[config.mk]
export PLATFORM = sky130hd
export DESIGN_NAME = ysyx_23060061_bus_arbiter
export DESIGN_NICKNAME = d
export VERILOG_FILES = /design/src/rtl/ysyx_23060061_bus_pkg.sv /design/src/rtl/ysyx_23060061_rr_pick.sv /design/src/rtl/ysyx_23060061_bus_arbiter.sv
export SDC_FILE = /design/constraint.sdc
export NUM_CORES = 1
export LEC_CHECK = 0
export ABC_AREA = 1
export BUFFER_PORTS_ARGS = -buffer_cell sky130_fd_sc_hd__buf_2
export CAP_MARGIN = 20
export CORE_AREA = 2 2 139 141
export CTS_BUF_LIST = sky130_fd_sc_hd__clkbuf_4 sky130_fd_sc_hd__clkbuf_8
export CTS_CLUSTER_SIZE = 30
export DETAILED_ROUTE_END_ITERATION = 7
export DIE_AREA = 0 0 141 143
export PLACE_DENSITY = 0.41
export SYNTH_ARGS = -nofsm -noshare
export SYNTH_HDL_FRONTEND = slang
export SYNTH_SLANG_ARGS = --single-unit
[constraint.sdc]
create_clock -name clk -period 3.4 [get_ports clk]
set_input_delay 0.34 -clock clk [delete_from_list [all_inputs] [get_ports clk]]
set_output_delay 0.34 -clock clk [all_outputs]
set_load 0.02 [all_outputs]
[src/rtl/ysyx_23060061_bus_pkg.sv]
// Shared types and constants for the core's memory-port arbiters.
package ysyx_23060061_bus_pkg;

  typedef enum logic [1:0] {
    StIdle,
    StIfuRd,
    StLsuRd,
    StLsuWr
  } bus_state_e;

  localparam logic GRANT_IFU = 1'b0;
  localparam logic GRANT_LSU = 1'b1;
  localparam logic RESP_OKAY = 1'b0;

endpackage

[src/rtl/ysyx_23060061_rr_pick.sv]
// Two-way round-robin selector: on contention, the master that was not granted last wins.
module ysyx_23060061_rr_pick
  import ysyx_23060061_bus_pkg::*;
(
  input  logic req_ifu,
  input  logic req_lsu,
  input  logic last_grant,
  output logic grant_valid,
  output logic grant_lsu
);

  always_comb begin
    grant_valid = req_ifu | req_lsu;
    grant_lsu   = req_lsu & (~req_ifu | (last_grant == GRANT_IFU));
  end

endmodule

[src/rtl/ysyx_23060061_bus_arbiter.sv]
// Shares one AXI4-Lite-style slave port between the IFU (read) and the LSU (read/write).
// One transaction in flight; the grant is held from address handshake to response handshake.
module ysyx_23060061_bus_arbiter
  import ysyx_23060061_bus_pkg::*;
#(
  parameter int unsigned ADDR_W = 32,
  parameter int unsigned DATA_W = 32
) (
  input  logic                clk,
  input  logic                rst,
  // IFU read channel
  input  logic [ADDR_W-1:0]   ifu_araddr,
  input  logic                ifu_arvalid,
  output logic                ifu_arready,
  output logic [DATA_W-1:0]   ifu_rdata,
  output logic                ifu_rresp,
  output logic                ifu_rvalid,
  input  logic                ifu_rready,
  // LSU read channel
  input  logic [ADDR_W-1:0]   lsu_araddr,
  input  logic                lsu_arvalid,
  output logic                lsu_arready,
  output logic [DATA_W-1:0]   lsu_rdata,
  output logic                lsu_rresp,
  output logic                lsu_rvalid,
  input  logic                lsu_rready,
  // LSU write channels
  input  logic [ADDR_W-1:0]   lsu_awaddr,
  input  logic                lsu_awvalid,
  output logic                lsu_awready,
  input  logic [DATA_W-1:0]   lsu_wdata,
  input  logic [DATA_W/8-1:0] lsu_wstrb,
  input  logic                lsu_wvalid,
  output logic                lsu_wready,
  output logic                lsu_bresp,
  output logic                lsu_bvalid,
  input  logic                lsu_bready,
  // Slave port
  output logic [ADDR_W-1:0]   m_araddr,
  output logic                m_arvalid,
  input  logic                m_arready,
  input  logic [DATA_W-1:0]   m_rdata,
  input  logic                m_rresp,
  input  logic                m_rvalid,
  output logic                m_rready,
  output logic [ADDR_W-1:0]   m_awaddr,
  output logic                m_awvalid,
  input  logic                m_awready,
  output logic [DATA_W-1:0]   m_wdata,
  output logic [DATA_W/8-1:0] m_wstrb,
  output logic                m_wvalid,
  input  logic                m_wready,
  input  logic                m_bresp,
  input  logic                m_bvalid,
  output logic                m_bready
);

  bus_state_e state_q, state_d;
  logic       last_grant_q, last_grant_d;
  logic       aw_done_q, aw_done_d;
  logic       w_done_q, w_done_d;
  logic       lsu_req, grant_valid, grant_lsu;

  assign lsu_req = lsu_arvalid | lsu_awvalid;

  ysyx_23060061_rr_pick u_rr_pick (
    .req_ifu     (ifu_arvalid),
    .req_lsu     (lsu_req),
    .last_grant  (last_grant_q),
    .grant_valid (grant_valid),
    .grant_lsu   (grant_lsu)
  );

  always_ff @(posedge clk or posedge rst) begin
    if (rst) begin
      state_q      <= StIdle;
      last_grant_q <= GRANT_LSU;
      aw_done_q    <= 1'b0;
      w_done_q     <= 1'b0;
    end else begin
      state_q      <= state_d;
      last_grant_q <= last_grant_d;
      aw_done_q    <= aw_done_d;
      w_done_q     <= w_done_d;
    end
  end

  always_comb begin
    state_d      = state_q;
    last_grant_d = last_grant_q;
    aw_done_d    = aw_done_q;
    w_done_d     = w_done_q;

    ifu_arready = 1'b0;
    ifu_rdata   = '0;
    ifu_rresp   = 1'b0;
    ifu_rvalid  = 1'b0;
    lsu_arready = 1'b0;
    lsu_rdata   = '0;
    lsu_rresp   = 1'b0;
    lsu_rvalid  = 1'b0;
    lsu_awready = 1'b0;
    lsu_wready  = 1'b0;
    lsu_bresp   = 1'b0;
    lsu_bvalid  = 1'b0;
    m_araddr    = '0;
    m_arvalid   = 1'b0;
    m_rready    = 1'b0;
    m_awaddr    = '0;
    m_awvalid   = 1'b0;
    m_wdata     = '0;
    m_wstrb     = '0;
    m_wvalid    = 1'b0;
    m_bready    = 1'b0;

    unique case (state_q)
      StIdle: begin
        if (grant_valid) begin
          last_grant_d = grant_lsu;
          if (!grant_lsu) begin
            state_d = StIfuRd;
          end else if (lsu_arvalid) begin
            state_d = StLsuRd;
          end else begin
            state_d = StLsuWr;
          end
        end
      end
      StIfuRd: begin
        m_araddr    = ifu_araddr;
        m_arvalid   = ifu_arvalid;
        ifu_arready = m_arready;
        ifu_rdata   = m_rdata;
        ifu_rresp   = m_rresp;
        ifu_rvalid  = m_rvalid;
        m_rready    = ifu_rready;
        if (m_rvalid && ifu_rready) state_d = StIdle;
      end
      StLsuRd: begin
        m_araddr    = lsu_araddr;
        m_arvalid   = lsu_arvalid;
        lsu_arready = m_arready;
        lsu_rdata   = m_rdata;
        lsu_rresp   = m_rresp;
        lsu_rvalid  = m_rvalid;
        m_rready    = lsu_rready;
        if (m_rvalid && lsu_rready) state_d = StIdle;
      end
      StLsuWr: begin
        // A channel that already handshook is masked so the slave never sees a second beat.
        m_awaddr    = lsu_awaddr;
        m_awvalid   = lsu_awvalid & ~aw_done_q;
        lsu_awready = m_awready & ~aw_done_q;
        m_wdata     = lsu_wdata;
        m_wstrb     = lsu_wstrb;
        m_wvalid    = lsu_wvalid & ~w_done_q;
        lsu_wready  = m_wready & ~w_done_q;
        lsu_bresp   = m_bresp;
        lsu_bvalid  = m_bvalid;
        m_bready    = lsu_bready;
        if (lsu_awvalid && !aw_done_q && m_awready) aw_done_d = 1'b1;
        if (lsu_wvalid && !w_done_q && m_wready) w_done_d = 1'b1;
        if (m_bvalid && lsu_bready) begin
          state_d   = StIdle;
          aw_done_d = 1'b0;
          w_done_d  = 1'b0;
        end
      end
    endcase
  end

  // Protocol checks: responses only while a matching grant is held; valids held until accepted.
  a_r_in_read: assert property (@(posedge clk) disable iff (rst)
    m_rvalid |-> (state_q == StIfuRd || state_q == StLsuRd));
  a_b_in_write: assert property (@(posedge clk) disable iff (rst)
    m_bvalid |-> (state_q == StLsuWr));
  a_ifu_ar_hold: assert property (@(posedge clk) disable iff (rst)
    $past((state_q == StIdle && grant_valid && !grant_lsu) ||
          (state_q == StIfuRd && ifu_arvalid && !m_arready)) |-> ifu_arvalid);
  a_lsu_ar_hold: assert property (@(posedge clk) disable iff (rst)
    $past((state_q == StIdle && grant_valid && grant_lsu && lsu_arvalid) ||
          (state_q == StLsuRd && lsu_arvalid && !m_arready)) |-> lsu_arvalid);
  a_lsu_aw_hold: assert property (@(posedge clk) disable iff (rst)
    $past(state_q == StLsuWr && lsu_awvalid && !aw_done_q && !m_awready) |-> lsu_awvalid);
  a_lsu_w_hold: assert property (@(posedge clk) disable iff (rst)
    $past(state_q == StLsuWr && lsu_wvalid && !w_done_q && !m_wready) |-> lsu_wvalid);

endmodule

==> impl_metrics.py, run 1 <==
metrics = {
    "yosys": {
        "synthAdderAreaFrac_pct": 3.00,
        "synth_top_area_cell": "nand2_1",
        "synth-compound-area-share_pct": 10.3,
        "netlist_top_cells_count": "226 x nand2_1, 149 x inv_1, 36 x a21oi_1, 14 x buf_2, 6 x buf_6",
        "synth_seq_cells": 5,
        "async_flop_share_pct": 100,
        "synth-simple-area-share_pct": 44.4,
        "synth-edff-count": 0,
        "synth_warnings": 0,
        "yosysMostFrequentCell": "nand2_1",
        "syn_area_per_cell_um2": 4.43,
        "muxShareOfSynthArea_pct": 0,
        "ys_types": 20,
        "synth_top_family_by_area": "simple AND/OR/NAND/NOR gates",
        "postSynthCellCount": 471,
        "synth_area_um2": 2080,
        "syn-num-nets": 656,
        "synth_xor_area_share_pct": 0,
        "seq_area_frac_synth_pct": 6.06,
        "synth_area_leaders": "nand2_1 41%, inv_1 27%, a21oi_1 8.6%",
        "ys.flop_type": "dfrtp_1",
        "synth_top_area_share_pct": 40.7,
    },
    "drt": {
        "drt-total-wl_mm": 11.4,
        "drt.antenna.violating_nets": 0,
        "first_pass_iters": 4,
        "wl_per_cell_um": 10.9,
        "first_iter_violations": 87,
        "vias": 3720,
        "drc": 0,
        "viasPerCell": 3.55,
    },
    "final_layout": {
        "seq_area_um2": 126,
        "num_antenna_cells": 0,
        "multiInputGateArea_um2": 1210,
        "synthToLayoutAreaGrowth_pct": 96.3,
        "fillers": 2217,
        "layout.nets": 999,
        "drive_above_1_share_pct": 47.0,
        "fin_util_pct": 22.0,
    },
    "timing": {
        "rsz0062_at_grt": "false",
        "worst_slew_pin_slew_ns": 0.715,
        "hold_viol": 0,
        "tns_ns": 0,
        "timing.final.crit_share_pct": 73.1,
        "relSlewSlack_pct": 52.3,
        "max_freq_mhz": 402,
        "holdWs_ns": 0.0193,
        "layout_min_cycle_time_ns": 2.49,
        "fin_skew_ns": 0.00170,
        "finalSetupViolations": 0,
        "maxSlewViolCount": 0,
    },
    "critical_path": {
        "r2r_cells": 7,
        "path_max_fanout": 30,
        "crit_path_end_kind": "primary output",
        "critPathRequiredTime_ns": 3.06,
        "crit_type": "flip-flop to primary output",
        "crit_family": "buffers and inverters",
        "slowest_stage": "ha_2",
        "startpoint_type": "flip-flop",
        "cp.arrival_ns": 2.15,
        "critPathMaxStageDelay_ns": 0.58,
        "worst-path-stages": 6,
        "timing.critical_path.buf_inv": 3,
        "regToRegStartpoint": "state_q[1]$_DFFE_PP0P_",
        "crit_start": "state_q[1]$_DFFE_PP0P_",
        "cp_cell_sequence": "inv_1, ha_2, buf_4, nand2_1, a21oi_1, buf_2",
    },
    "grt": {
        "gr-total-overflow": 0,
        "use_met1_pct": 9.93,
        "grt_util_met2_pct": 21.4,
        "top_usage_layer": "met2",
        "use_met3_pct": 2.62,
        "grt_first_pass_wirelength_mm": 16.5,
        "grt.total_usage_pct": 10.1,
        "grt_pass1_vias": 3400,
        "grt_max_degree": 40,
        "antenna_found_initial": 0,
    },
    "placement": {
        "port_buffers": 358,
        "gp_congestion": 0.758,
        "dp_hpwl_mm": 9.87,
    },
    "clock_network": {
        "clk_latency_ns": 0.22,
        "clock-sinks": 5,
        "numCtsBuffers": 3,
        "post_cts_resized": 0,
        "htree_levels": 1,
        "cts_setup_buffers": 0,
        "clockRootBuffer": "clkbuf_8",
        "path_clk_slew_ns": 0.04,
        "cts_hold_buffers": 0,
        "cts_tree": "done",
        "max-clock-path-buffers": 2,
    },
    "power": {
        "irDropWorstVdd_mv": 0.194,
        "p_seq_share_pct": 5.1,
        "p_sw_uw": 1450,
        "p_comb_share_pct": 89.7,
        "power_density_nw_per_um2": 549,
        "pwr-share-clk_pct": 5.2,
        "power_leakage_uw": 0.00354,
        "switching_share_pct": 64.6,
        "intPower_uw": 795,
    },
    "floorplanning": {
        "row_count": 50,
        "fp.dieArea_um2": 20200,
        "start_util_pct": 11.2,
        "coreArea_um2": 18600,
        "num_io_pins": 359,
        "die_h_um": 143,
        "die_x_um": 141,
    },
    "status": {
        "status": "finished clean",
    },
    "job": {
        "max_cap_viol_count": 0,
    },
    "worst_hold_path": {
        "hp-class": "primary input to asynchronous set/reset pin",
    },
}
[state kept, by name (all words and copies together) (netlist names)]
signal	cells
aw_done_q	1
last_grant_q	1
state_q	2
w_done_q	1
[final cells by class]
type | count | share of cell area, %
Clock buffer | 4 | 1.19
Inverter | 153 | 14.0
Multi-Input combinational cell | 286 | 29.5
Sequential cell | 5 | 3.09
Timing Repair Buffer | 365 | 45.1
Tap cell | 234 | 7.15
[cells by family after synthesis]
family          Yosys count
compound gates           42
fa+ha+maj                 5
buf+inv                 180
flops                     5
simple gates            239
[stage by stage]
step / instances / setup slack (ns) / power [uW] / cell area, um2
after floorplan: 471 / 1.74 / 1510 / 2080
after global placement: 1043 / 1.11 / 2180 / 4040
after detailed placement: 1043 / 1.08 / 2170 / 4040
after CTS: 1047 / 0.836 / 2300 / 4090
after global routing: 1047 / 0.679 / 2470 / 4090
final: 1047 / 0.915 / 2250 / 4090
[placed cells by master (no fill, tap or decap), drive strengths merged]
cell type	n
inv	153
nand2	228
nor2	7
a21oi	37
nand3	3
ha	5
clkbuf	4
buf	365
nor3	1
dfrtp	4
o21ai	5
dfstp	1
[power groups by stage]
stage          Clock, uW  Combinational [uW]  Sequential, uW
2_1_floorplan          0                1400             110
3_3_place_gp           0                2070             116
3_5_place_dp           0                2050             116
4_1_cts              122                2060             115
5_1_grt              126                2230             120
6_report             116                2020             116
[per-layer routing]
| layer | routed length [um] | vias up | share of wire (%) |
|---|---|---|---|
| met4 | 41 | 0 | 0.36 |
| li1 | - | 1964 | - |
| met3 | 1200 | 4 | 10 |
| met2 | 6070 | 216 | 53 |
| met5 | 0 | - | 0 |
| met1 | 4110 | 1536 | 36 |
[worst paths after layout]
path	endpoint	slack, ns
max	m_araddr[8]	0.91
min	state_q[1]$_DFFE_PP0P_	0.02
max reg2reg	state_q[0]$_DFFE_PP0P_	1.75
min reg2reg	last_grant_q$_DFFE_PP1P_	0.49
max in group asynchronous	last_grant_q$_DFFE_PP1P_	3.14
min in group clk	aw_done_q$_DFFE_PP0P_	0.35
No activity file was read; power rests on OpenSTA's default activity.
==> inputs of run 2 (changes only) <==
--- a/config.mk
+++ b/config.mk
@@ -5,7 +5,7 @@
 export SDC_FILE = /design/constraint.sdc
 export NUM_CORES = 1
 export LEC_CHECK = 0
-export ABC_AREA = 1
+export ABC_AREA = 0
 export BUFFER_PORTS_ARGS = -buffer_cell sky130_fd_sc_hd__buf_2
 export CAP_MARGIN = 20
 export CORE_AREA = 2 2 139 141
@@ -13,7 +13,7 @@
 export CTS_CLUSTER_SIZE = 30
 export DETAILED_ROUTE_END_ITERATION = 7
 export DIE_AREA = 0 0 141 143
-export PLACE_DENSITY = 0.41
+export PLACE_DENSITY = 0.4
 export SYNTH_ARGS = -nofsm -noshare
 export SYNTH_HDL_FRONTEND = slang
 export SYNTH_SLANG_ARGS = --single-unit
==> constraint.sdc (replaced) <==
create_clock -name clk -period 2.6 [get_ports clk]
set_input_delay 0.26 -clock clk [delete_from_list [all_inputs] [get_ports clk]]
set_output_delay 0.26 -clock clk [all_outputs]
set_load 0.02 [all_outputs]
==> run 2 against run 1 <==
Flip-flop and latch count did not move. Via count down 16%. Register-to-register slack got worse by 1.0 ns. Design area shrank 3.6%. Final cell count down 19%. Global-route usage decreased by 0.67 points. Clock skew increased by 0.0023 ns. Sequential power increased by 29%. Sequential share of layout area up 0.12 points. Critical endpoint unchanged.
==> impl_metrics.py, run 2 <==
metrics = {
    "final_layout": {
        "final_cell_mix": "358 x buf_2, 141 x and2_1, 34 x a22oi_1, 34 x nor2b_1, 6 x buf_4",
        "fin_util_pct": 21.2,
        "num_antenna_cells": 0,
        "synthToLayoutAreaGrowth_pct": 114,
        "final_common_cell": "buf_2",
        "design_area_um2": 3940,
        "largest_reg_flops": 2,
        "fin_cells": 847,
        "top_register": "state_q",
        "drive_above_1_share_pct": 61.2,
        "layout.nets": 799,
    },
    "timing": {
        "finalSetupViolations": 0,
        "fin_skew_ns": 0.00396,
        "hold_viol": 0,
        "maxSlewViolCount": 0,
        "relSlewSlack_pct": 72.7,
        "max_freq_mhz": 481,
        "rsz0062_at_grt": "false",
        "layout_min_cycle_time_ns": 2.08,
        "tns_ns": 0,
        "setup_ws_ns": 0.522,
        "timing.final.crit_share_pct": 79.9,
        "worst_slew_pin_slew_ns": 0.409,
    },
    "status": {
        "status": "finished clean",
    },
    "clock_network": {
        "post_cts_resized": 0,
        "cts_setup_buffers": 0,
        "cts_tree": "done",
        "numCtsBuffers": 3,
        "max-clock-path-buffers": 2,
        "htree_levels": 1,
        "clock-sinks": 5,
        "clk_latency_ns": 0.23,
        "clockRootBuffer": "clkbuf_8",
        "path_clk_slew_ns": 0.04,
    },
    "yosys": {
        "synth_top_area_cell": "and2_1",
        "postSynthCellCount": 269,
        "synth_seq_cells": 5,
        "ys.flop_type": "dfrtp_1",
        "async_flop_share_pct": 100,
        "synth_area_leaders": "and2_1 48%, a22oi_1 14%, nor2b_1 12%",
        "synth_area_um2": 1840,
        "netlist_top_cells_count": "141 x and2_1, 34 x a22oi_1, 34 x nor2b_1, 21 x clkbuf_1, 5 x ha_1",
        "synth_top_area_share_pct": 47.9,
        "syn_area_per_cell_um2": 6.84,
        "synth-edff-count": 0,
        "synth_warnings": 0,
        "yosysMostFrequentCell": "and2_1",
        "seq_area_frac_synth_pct": 6.87,
        "ys_types": 23,
        "syn-num-nets": 454,
    },
    "placement": {
        "placed_cells": 842,
        "pre_cts_ws_ns": 0.721,
        "gp_congestion": 0.710,
        "dp_hpwl_mm": 9.10,
        "port_buffers": 358,
        "place_area_um2": 3880,
    },
    "floorplanning": {
        "fp.dieArea_um2": 20200,
        "start_util_pct": 9.91,
        "coreArea_um2": 18600,
        "num_io_pins": 359,
        "row_count": 50,
        "die_h_um": 143,
        "die_x_um": 141,
    },
    "drt": {
        "drt-total-wl_mm": 10.8,
        "vias": 3117,
        "top_layer_used": "met5",
        "drc": 0,
        "route.met2.wl_mm": 5.84,
        "wl_per_cell_um": 12.7,
        "drt-met1-wl_mm": 3.97,
        "first_iter_violations": 82,
        "drt.antenna.violating_nets": 0,
        "viasPerCell": 3.68,
        "first_pass_iters": 4,
        "wl_met3_um": 913,
    },
    "grt": {
        "grt_first_pass_wirelength_mm": 14.6,
        "antenna_found_initial": 2,
        "grt.total_usage_pct": 9.41,
        "gr-total-overflow": 0,
        "grt_pass1_vias": 2791,
        "grt_max_degree": 54,
    },
    "critical_path": {
        "crit_type": "flip-flop to primary output",
        "crit_path_end_kind": "primary output",
        "critPathRequiredTime_ns": 2.34,
        "startpoint_type": "flip-flop",
        "cp.arrival_ns": 1.82,
        "path_max_fanout": 41,
    },
    "worst_hold_path": {
        "hp-class": "primary input to flip-flop",
    },
    "power": {
        "power_density_nw_per_um2": 781,
        "power_leakage_uw": 0.00244,
        "irDropWorstVdd_mv": 0.244,
    },
    "job": {
        "max_cap_viol_count": 0,
    },
}
-- run 2: changes by cell type in the layout (fill, tap and decap cells not counted), sizes merged, moves of 4 or more --
cell    previous run  this run
a21boi             0         4
a21oi             37         3
a22oi              0        34
and2               0       141
and3b              0         4
inv              153         3
nand2            228         2
nor2               7         1
nor2b              0        34
o21ai              5         0
-- run 2: path summary, 6_finish.rpt --
path / endpoint / depth (start not counted) / slack, ns / from
worst max register to register: state_q[0]$_DFFE_PP0P_ / 6 / 0.74 / state_q[0]$_DFFE_PP0P_
worst max-delay path: m_araddr[8] / 6 / 0.52 / state_q[1]$_DFFE_PP0P_
min in group asynchronous: state_q[1]$_DFFE_PP0P_ / 3 / 0.53 / rst
worst min register to register: last_grant_q$_DFFE_PP1P_ / 2 / 0.51 / last_grant_q$_DFFE_PP1P_
max in group asynchronous: last_grant_q$_DFFE_PP1P_ / 3 / 1.80 / rst
worst min-delay path: last_grant_q$_DFFE_PP1P_ / 2 / 0.26 / ifu_arvalid
-- run 2: what timing repair did --
| action | in CTS | in global routing |
|---|---|---|
| endpoints found under the hold margin | 4 | 0 |
| hold buffers | 1 | 0 |
| setup endpoints to repair | 0 | 0 |
-- run 2: cell type report --
cell class / instances / area [um2]
sequential: 5 / 126
fill: 2138 / 14600
timing repair buffer: 366 / 1870
multi-input combinational: 235 / 1600
inverter: 3 / 11.3
clock buffer: 4 / 48.8
tap: 234 / 293
-- run 2: metal layers --
metal / vias to the layer above / track usage [%]
met5: - / 0
met4: 2 / 1.37
met3: 6 / 1.91
met2: 208 / 19.8
met1: 1337 / 9.58
li1: 1564 / -
-- run 2: per-stage QoR --
step | hold WS, ns | power, uW
2_1_floorplan | 0.0378 | 1990
3_3_place_gp | 0.204 | 2980
3_5_place_dp | 0.212 | 2960
4_1_cts | 0.246 | 3140
5_1_grt | 0.254 | 3340
6_report | 0.257 | 3080
-- run 2: worst max-delay path: stages (launching register included) --
cell	delay, ns
dfrtp_1	0.41
inv_1	0.12
ha_2	0.39
buf_12	0.24
a22oi_1	0.10
nor2b_1	0.14
buf_2	0.17
-- run 2: cells by family after synthesis --
family,after synthesis,share of synthesized area (%)
compound gates,44,18.0
flops,5,6.87
buf+inv,29,6.59
fa+ha+maj,5,3.40
simple gates,184,64.0
mux,2,1.16
-- run 2: power by group --
part	switching (uW)	total [uW]	internal [uW]
Clock	47.4	164	117
Combinational	1690	2760	1080
Sequential	29.5	150	121
==> inputs of run 3 (changes only) <==
==> constraint.sdc (replaced) <==
create_clock -name clk -period 2.1 [get_ports clk]
set_input_delay 0.21 -clock clk [delete_from_list [all_inputs] [get_ports clk]]
set_output_delay 0.21 -clock clk [all_outputs]
set_load 0.02 [all_outputs]
==> run 3 against run 2 <==
Clock power grew 16%. Hold slack lost 0.031 ns. Clock skew shrank 0.0011 ns. Clock-buffer cell count is the same. Sequential power grew 25%. Flip-flop and latch count is the same. Design area grew 0.29%. Final cell count grew 0.12%. Utilization grew 0.061 points. Critical endpoint is now m_araddr[0]. Power grew 24%. Die area is the same. Largest power group unchanged. Global-route usage is essentially flat.
==> impl_metrics.py, run 3 (synthesis results as in run 2) <==
metrics = {
    "floorplanning": {
        "row_count": 50,
        "coreArea_um2": 18600,
        "fp.dieArea_um2": 20200,
        "die_h_um": 143,
        "start_util_pct": 9.91,
        "die_x_um": 141,
        "num_io_pins": 359,
    },
    "grt": {
        "grt_first_pass_wirelength_mm": 14.9,
        "grt_max_degree": 77,
        "grt.total_usage_pct": 9.38,
        "gr-total-overflow": 0,
        "grt_pass1_vias": 2783,
        "antenna_found_initial": 0,
    },
    "placement": {
        "gp_congestion": 0.705,
        "port_buffers": 358,
        "placed_cells": 843,
        "pre_cts_ws_ns": 0.323,
        "dp_hpwl_mm": 9.23,
    },
    "timing": {
        "rsz0062_at_grt": "false",
        "tns_ns": 0,
        "layout_min_cycle_time_ns": 1.93,
        "max_freq_mhz": 519,
        "maxSlewViolCount": 0,
        "setup_ws_ns": 0.172,
        "timing.final.crit_share_pct": 91.8,
        "finalSetupViolations": 0,
        "worst_slew_pin_slew_ns": 0.345,
        "relSlewSlack_pct": 77.0,
        "hold_viol": 0,
        "fin_skew_ns": 0.00286,
    },
    "final_layout": {
        "fin_cells": 848,
        "top_register": "state_q",
        "drive_above_1_share_pct": 61.2,
        "final_common_cell": "buf_2",
        "final_cell_mix": "358 x buf_2, 141 x and2_1, 34 x a22oi_1, 34 x nor2b_1, 6 x buf_4",
        "largest_reg_flops": 2,
        "synthToLayoutAreaGrowth_pct": 115,
        "num_antenna_cells": 0,
        "layout.nets": 800,
    },
    "drt": {
        "drc": 0,
        "first_iter_violations": 51,
        "vias": 3159,
        "drt-total-wl_mm": 10.7,
        "first_pass_iters": 4,
        "viasPerCell": 3.73,
        "drt.antenna.violating_nets": 0,
        "wl_per_cell_um": 12.6,
    },
    "critical_path": {
        "crit_path_end": "m_araddr[0]",
        "cp.arrival_ns": 1.72,
        "r2r_slack_ns": 0.33,
        "r2r-end": "state_q[0]$_DFFE_PP0P_",
        "r2r_cells": 6,
        "crit_type": "flip-flop to primary output",
        "startpoint_type": "flip-flop",
        "regToRegStartpoint": "state_q[0]$_DFFE_PP0P_",
        "path_max_fanout": 24,
        "crit_start": "state_q[1]$_DFFE_PP0P_",
        "critPathRequiredTime_ns": 1.89,
        "crit_path_end_kind": "primary output",
    },
    "power": {
        "p_seq_share_pct": 4.9,
        "pwr-share-clk_pct": 5.0,
        "intPower_uw": 1650,
        "power_density_nw_per_um2": 962,
        "finalPower_uw": 3810,
        "p_sw_uw": 2160,
        "p_comb_share_pct": 90.0,
        "irDropWorstVdd_mv": 0.304,
        "power_leakage_uw": 0.00245,
        "switching_share_pct": 56.7,
    },
    "job": {
        "max_cap_viol_count": 0,
    },
    "worst_hold_path": {
        "hp-class": "primary input to flip-flop",
        "min_from": "ifu_arvalid",
    },
    "clock_network": {
        "path_clk_slew_ns": 0.04,
        "clockRootBuffer": "clkbuf_8",
        "cts_tree": "done",
        "clk_latency_ns": 0.22,
        "clock-sinks": 5,
        "htree_levels": 1,
        "max-clock-path-buffers": 2,
        "numCtsBuffers": 3,
        "cts_setup_buffers": 0,
    },
    "status": {
        "status": "finished clean",
    },
}
[run 3: through the flow]
step | instance area [um2] | hold slack [ns] | utilization [%]
4_1_cts | 3950 | 0.232 | 21.3
6_report | 3960 | 0.226 | 21.3
5_1_grt | 3960 | 0.230 | 21.3
3_3_place_gp | 3890 | 0.151 | 20.9
3_5_place_dp | 3890 | 0.156 | 20.9
2_1_floorplan | 1840 | -0.0122 | -
[run 3: what timing repair did]
item | CTS | global route
hold endpoints to repair | 4 | 0
gates resized for setup | 0 | 1
endpoints found under the setup margin | 0 | 3
hold buffers | 1 | 0
[run 3: layout make-up]
type | count | area (um2)
inverters | 3 | 11.3
clock buffers | 4 | 48.8
multi-input cells | 235 | 1600
repair buffers | 367 | 1880
fillers | 2131 | 14600
flip-flops and latches | 5 | 126
well taps | 234 | 293
[run 3: worst min-delay path by stage]
stage / to / slack (ns) / cells after the start
final: last_grant_q$_DFFE_PP1P_ / 0.23 / 2
after global routing: last_grant_q$_DFFE_PP1P_ / 0.23 / 2
after CTS: last_grant_q$_DFFE_PP1P_ / 0.23 / 2
after detailed placement: state_q[1]$_DFFE_PP0P_ / 0.16 / 2
after global placement: state_q[1]$_DFFE_PP0P_ / 0.15 / 2
after floorplan: aw_done_q$_DFFE_PP0P_ / -0.01 / 1
[run 3: power by group through the flow]
stage / logic (uW) / clock network [uW] / registers (uW)
floorplan: 2290 / 0 / 177
global placement: 3520 / 0 / 188
detailed placement: 3490 / 0 / 189
CTS: 3510 / 198 / 187
global route: 3740 / 212 / 196
finish: 3430 / 191 / 188
[run 3: worst max-delay path, cell delays in order, from the launching register on]
cell	delay, ns
dfrtp_1	0.42
inv_1	0.11
ha_2	0.21
buf_4	0.28
a22oi_1	0.11
nor2b_1	0.16
buf_2	0.19
[run 3: metal layers]
layer | GRT usage, % | wire length (um)
met5 | 0 | 0
met4 | 0.947 | 37
met1 | 9.84 | 3900
met3 | 1.74 | 880
met2 | 19.7 | 5880
